[src/rtl/inst_buffer_if.sv]
// Fetch/dispatch-side bundle of the instruction buffer.
//   fetch_insts / fetch_pcs   : N lanes of 32-bit words, lane 0 oldest
//   num_fetched               : valid fetch lanes, contiguous from lane 0
//   flush                     : squash everything buffered
//   num_dispatched            : instructions consumed by dispatch this cycle
//   instruction_packets       : N lanes of {inst,pc}, lane 0 = head, unused lanes zero
//   instructions_valid        : min(count, N)
//   ibuff_spots               : free entries
// master = fetch/dispatch side, slave = the buffer.
interface inst_buffer_if #(
    parameter int N     = 3,
    parameter int DEPTH = 16
);
    localparam int unsigned SB = $clog2(N + 1);
    localparam int unsigned CB = $clog2(DEPTH + 1);

    logic [N*32-1:0] fetch_insts;
    logic [N*32-1:0] fetch_pcs;
    logic [SB-1:0]   num_fetched;
    logic            flush;
    logic [SB-1:0]   num_dispatched;
    logic [N*64-1:0] instruction_packets;
    logic [SB-1:0]   instructions_valid;
    logic [CB-1:0]   ibuff_spots;

    modport master (
        output fetch_insts, fetch_pcs, num_fetched, flush, num_dispatched,
        input  instruction_packets, instructions_valid, ibuff_spots
    );

    modport slave (
        input  fetch_insts, fetch_pcs, num_fetched, flush, num_dispatched,
        output instruction_packets, instructions_valid, ibuff_spots
    );
endinterface

[src/rtl/inst_buffer.sv]
// Circular instruction buffer between a superscalar fetch stage and dispatch.
// Accepts up to N instructions per cycle, presents the oldest min(count,N)
// entries every cycle, and squashes its contents on flush.
// Ports:
//   clock : rising-edge clock
//   reset : synchronous active-high reset (priority over everything)
//   ibif  : inst_buffer_if.slave (fetch inputs, dispatch count, flush,
//           output bundle, valid count and free-slot count)
module inst_buffer #(
    parameter int N     = 3,
    parameter int DEPTH = 16
) (
    input  logic          clock,
    input  logic          reset,
    inst_buffer_if.slave  ibif
);
    localparam int unsigned SB = $clog2(N + 1);
    localparam int unsigned PB = $clog2(DEPTH);
    localparam int unsigned CB = $clog2(DEPTH + 1);

    logic [63:0]   r_mem [DEPTH];
    logic [PB-1:0] r_head;
    logic [PB-1:0] r_tail;
    logic [CB-1:0] r_count;

    logic [SB-1:0]   w_valid;
    logic [CB-1:0]   w_spots;
    logic [SB-1:0]   w_enq;
    logic [SB-1:0]   w_deq;
    logic [N*64-1:0] w_packets;

    // Status comes from registered count only; same-cycle dequeues never
    // create room for same-cycle enqueues.
    always_comb begin
        w_valid = (r_count >= CB'(N)) ? SB'(N) : r_count[SB-1:0];
        w_spots = CB'(DEPTH) - r_count;
        // When spots < num_fetched, spots is below N and fits in SB bits.
        w_enq   = (CB'(ibif.num_fetched) > w_spots) ? w_spots[SB-1:0] : ibif.num_fetched;
        w_deq   = (ibif.num_dispatched > w_valid) ? w_valid : ibif.num_dispatched;
    end

    // Lanes beyond the valid count read zero so stale entries never leak.
    always_comb begin
        w_packets = '0;
        for (int unsigned i = 0; i < N; i++) begin
            if (SB'(i) < w_valid)
                w_packets[i*64 +: 64] = r_mem[r_head + PB'(i)];
        end
    end

    assign ibif.instruction_packets = w_packets;
    assign ibif.instructions_valid  = w_valid;
    assign ibif.ibuff_spots         = w_spots;

    always_ff @(posedge clock) begin
        if (reset || ibif.flush) begin
            r_head  <= '0;
            r_tail  <= '0;
            r_count <= '0;
        end else begin
            r_head  <= r_head + PB'(w_deq);
            r_tail  <= r_tail + PB'(w_enq);
            r_count <= r_count + CB'(w_enq) - CB'(w_deq);
        end
    end

    // Entry storage is never cleared; pointer arithmetic wraps modulo DEPTH.
    always_ff @(posedge clock) begin
        if (!reset && !ibif.flush) begin
            for (int unsigned i = 0; i < N; i++) begin
                if (SB'(i) < w_enq)
                    r_mem[r_tail + PB'(i)] <= {ibif.fetch_insts[i*32 +: 32],
                                               ibif.fetch_pcs[i*32 +: 32]};
            end
        end
    end
endmodule
[src/flat_wrapper.sv]
// flat-port wrapper written by rule: the top's interface ports become plain ports
module inst_buffer_flat 
#(
    parameter int N     = 3,
    parameter int DEPTH = 16
)
  (clock, reset, ibif_fetch_insts, ibif_fetch_pcs, ibif_num_fetched, ibif_flush, ibif_num_dispatched, ibif_instruction_packets, ibif_instructions_valid, ibif_ibuff_spots);
  inst_buffer_if #(.N(N), .DEPTH(DEPTH)) ibif_i ();
  input  logic clock;
  input  logic reset;
  input wire logic [$bits(ibif_i.fetch_insts)-1:0] ibif_fetch_insts;
  input wire logic [$bits(ibif_i.fetch_pcs)-1:0] ibif_fetch_pcs;
  input wire logic [$bits(ibif_i.num_fetched)-1:0] ibif_num_fetched;
  input wire logic [$bits(ibif_i.flush)-1:0] ibif_flush;
  input wire logic [$bits(ibif_i.num_dispatched)-1:0] ibif_num_dispatched;
  output wire logic [$bits(ibif_i.instruction_packets)-1:0] ibif_instruction_packets;
  output wire logic [$bits(ibif_i.instructions_valid)-1:0] ibif_instructions_valid;
  output wire logic [$bits(ibif_i.ibuff_spots)-1:0] ibif_ibuff_spots;
  assign ibif_i.fetch_insts = ibif_fetch_insts;
  assign ibif_i.fetch_pcs = ibif_fetch_pcs;
  assign ibif_i.num_fetched = ibif_num_fetched;
  assign ibif_i.flush = ibif_flush;
  assign ibif_i.num_dispatched = ibif_num_dispatched;
  assign ibif_instruction_packets = ibif_i.instruction_packets;
  assign ibif_instructions_valid = ibif_i.instructions_valid;
  assign ibif_ibuff_spots = ibif_i.ibuff_spots;
  inst_buffer #(.N(N), .DEPTH(DEPTH)) u_core (.clock(clock), .reset(reset), .ibif(ibif_i));
endmodule
[config.mk]
export PLATFORM = sky130hd
export DESIGN_NAME = inst_buffer_flat
export DESIGN_NICKNAME = d
export VERILOG_FILES = /design/src/rtl/inst_buffer_if.sv /design/src/rtl/inst_buffer.sv /design/src/flat_wrapper.sv
export SDC_FILE = /design/constraint.sdc
export NUM_CORES = 2
export LEC_CHECK = 0
export CAP_MARGIN = 20
export CELL_PAD_IN_SITES_DETAIL_PLACEMENT = 2
export CELL_PAD_IN_SITES_GLOBAL_PLACEMENT = 2
export CORE_MARGIN = 8
export CORE_UTILIZATION = 47
export DETAILED_ROUTE_END_ITERATION = 7
export PLACE_DENSITY_LB_ADDON = 0.25
export REMOVE_ABC_BUFFERS = 1
export SKIP_CTS_REPAIR_TIMING = 1
export SYNTH_ARGS = -nofsm -noshare
export SYNTH_HDL_FRONTEND = slang
export SYNTH_SLANG_ARGS = --single-unit
[constraint.sdc]
create_clock -name clock -period 18.18 [get_ports clock]
set_input_delay 1.818 -clock clock [delete_from_list [all_inputs] [get_ports clock]]
set_output_delay 1.818 -clock clock [all_outputs]
set_load 0.1 [all_outputs]
==> impl_metrics.csv <==
group,metric,value,unit
route,finalWirelength,398,mm
place,hpwl,212,mm
yosys,synth-main-ff-cell,"edfxtp_1",
power,p_leak,29.7,nW
outcome,status,"completed",
yosys,synth_edf_count,1024,
sta,slew_headroom,0.0874,
place,placed_area,0.0817,sq mm
place,post-place-ws,8.90,ns
clock_network,cts.sinks,1037,
final_layout,fin_area,0.0861,sq mm
yosys,ys_seq_area_frac,0.402,
yosys,synth_cell_types,50,
sta,fmax,0.104,GHz
setup_path,reg2reg_from,"u_core.r_count[0]$_SDFF_PP0_",
clock_network,h-tree-depth,4,
yosys,yosysWarnings,0,
floorplanning,die_h,421,microns
yosys,synth_top_family_by_area,"multiplexers",
floorplanning,coreArea,0.163,sq mm
place,gp_congestion,0.853,
setup_path,crit_path_start_kind,"flip-flop",
sta,fin_ws,8.55,ns
final_layout,final_util,0.528,
floorplanning,pin_count,398,
route,drtPass1Iterations,8,
final_layout,syn_to_final_growth,11.5,%
clock_network,clockRootBuffer,"clkbuf_16",
floorplanning,start_util,0.474,
sta,rsz0062_at_grt,"false",
sta,slew_viol_final,0,
global_routing,grt-ovfl-total,0,
clock_network,clk_pin_slew_worst_paths,0.06,ns
sta,holdWs,0.737,ns
yosys,synth-xor-area-share,0.00190,
sta,finalCritPeriodShare,0.530,
setup_path,endpoint_kind,"output pin",
route,dr_total_vias,70200,
yosys,syn_avg_cell_area,12.7,sq um
global_routing,grt_pass1_wl,558,mm
sta,worst_pin_slew,1.37,ns
setup_path,crit_path_max_fanout,132,
sta,final-setup-viol-count,0,
yosys,synth-simple-area-share,0.0364,
yosys,async_flop_share,0,
setup_path,critPathArrivalTime,7.81,ns
final_layout,layout.cells.non_filler,8069,
sta,setup-tns-final,0,ns
clock_network,clk_latency,0.82,ns
floorplanning,die_w,421,microns
global_routing,first_global_vias,73100,
route,post_drt_wl_per_cell,49.3,microns
sta,hold_viol,0,
setup_path,criticalPathCategory,"flip-flop to output pin",
power,vdd_ir_drop_max,0.124,mV
clock_network,cts_tree,"done",
clock_network,cts_inserted_buffers,134,
yosys,synth-compound-area-share,0.181,
clock_network,cts_buffer_depth,3,
final_layout,n_fill_cell,14800,
power,report.power.total,11.3,mW
min_path,hold_path_class,"flip-flop to flip-flop",
place,dp.cells,7784,
setup_path,cp-startpoint,"u_core.r_head[0]$_SDFF_PP0_",
sta,min_period,9.63,ns
yosys,netlist_area,0.0772,sq mm
setup_path,required,16.36,ns
flow_run,maxCapViolCount,0,
floorplanning,rows,148,
power,p_per_area,131,mW/mm^2
route,drt_iter0_markers,12800,
floorplanning,die_area,0.178,sq mm
global_routing,grt_use_total,0.429,
yosys,synth_seq_cells,1037,
final_layout,layout-drive-gt1-share,0.233,
yosys,synth_fa_ha_area_frac,0.00444,
sta,finalClockSkew,0.0412,ns
global_routing,grt_max_degree,175,
final_layout,fin_nets,5976,
yosys,netlist_instances,6071,
min_path,hold_path_startpoint,"u_core.r_head[3]$_SDFF_PP0_",
route,drc,0,
yosys,synth_mux_area_frac,0.313,
place,numPortBuffers,397,
global_routing,antenna_found_initial,38,
route,via_per_inst,8.70,
route,detail-route-antenna-nets,0,
## cell usage in the layout (no fill, tap or decap), types with 10 or more instances in the layout
| master | netlist | layout |
|---|---|---|
| buf_12 | 0 | 10 |
| nor2_1 | 87 | 85 |
| clkbuf_1 | 626 | 35 |
| a21oi_1 | 815 | 813 |
| a211oi_4 | 0 | 12 |
| diode_2 | 0 | 31 |
| clkinv_1 | 0 | 32 |
| buf_4 | 9 | 168 |
| mux2i_1 | 615 | 615 |
| mux2_2 | 38 | 38 |
| nand2_1 | 57 | 54 |
| a221oi_1 | 628 | 628 |
| o211ai_1 | 18 | 18 |
| and3_1 | 129 | 129 |
| a22oi_1 | 29 | 29 |
| o2111ai_4 | 0 | 14 |
| inv_1 | 89 | 87 |
| nor2b_1 | 194 | 194 |
| clkdlybuf4s50_1 | 0 | 393 |
| a211oi_1 | 254 | 242 |
| clkbuf_16 | 0 | 139 |
| mux4_2 | 782 | 782 |
| a221oi_2 | 112 | 112 |
| edfxtp_1 | 1024 | 1024 |
| clkinv_2 | 0 | 20 |
| ha_1 | 21 | 19 |
| o21ai_0 | 41 | 41 |
## metal layers
layer,part of all wire,GRT usage,vias to the layer above
li1,-,-,24700
met1,0.32,0.514,35800
met2,0.44,0.636,7446
met3,0.15,0.140,2201
met4,0.093,0.341,8
met5,0.00015,0,-
## path summary, 6_finish.rpt
path | end | slack [ns] | depth (start not counted)
min reg2reg | u_core.r_head[3]$_SDFF_PP0_ | 0.74 | 2
max reg2reg | u_core.r_mem[15][37]$_DFFE_PP_ | 11.66 | 13
max | ibif_instruction_packets[173] | 8.55 | 11
min | u_core.r_head[3]$_SDFF_PP0_ | 0.74 | 2
## cell type report
type | instances | area (sq um) | area share
diodes | 31 | 77.6 | 0.000901
clock buffers | 174 | 3610 | 0.0419
clock inverters | 73 | 563 | 0.00654
inverters | 92 | 350 | 0.00407
multi-input cells | 3909 | 42200 | 0.490
flip-flops and latches | 1037 | 31000 | 0.360
well taps | 2175 | 2720 | 0.0316
repair buffers | 578 | 5590 | 0.0649
## power by group
| group | internal (mW) | switching (mW) |
|---|---|---|
| Clock | 1.50 | 1.16 |
| Sequential | 2.74 | 0.0955 |
| Combinational | 1.80 | 4.02 |
## synthesized netlist by cell type (all sizes together), types with 9 or more instances
cell type,number,area [sq um]
o2111ai,14,123
a221oi,740,7180
o211ai,18,135
a21oi,815,4080
dfxtp,13,260
buf,407,2020
clkbuf,626,2350
nor2,87,327
and3,129,807
mux2,38,428
inv,92,345
o21ai,41,205
ha,21,263
nand3,12,60.1
edfxtp,1024,30700
xnor2,10,103
mux2i,615,6160
nand2,57,214
a211oi,254,1910
nor3,9,50.1
a22oi,29,218
mux4,782,17600
nor2b,194,1210
## registers in the layout, indices dropped and copies added, names as in the netlist
signal and cells:
u_core.r_count 5, u_core.r_head 4, u_core.r_mem 1024, u_core.r_tail 4
## logic make-up after synthesis
| group | after synthesis |
|---|---|
| AO/OA/AOI/OAI | 1927 |
| adder cells (fa/ha/maj) | 25 |
| XOR/XNOR | 15 |
| multiplexers | 1435 |
| buffers and inverters | 1125 |
| flip-flops | 1037 |
| AND/OR/NAND/NOR | 507 |
## critical path, stage by stage, from the launching register on
cell and delay, ns:
dfxtp_4 0.93, buf_4 0.87, buf_4 0.36, buf_16 0.34, buf_4 0.86, buf_12 0.69
mux2_2 0.32, nor2_1 0.04, a211oi_1 0.26, a21oi_1 0.08, a211oi_1 0.74, clkdlybuf4s50_1 1.28
No activity file was read; power rests on OpenSTA's default activity.
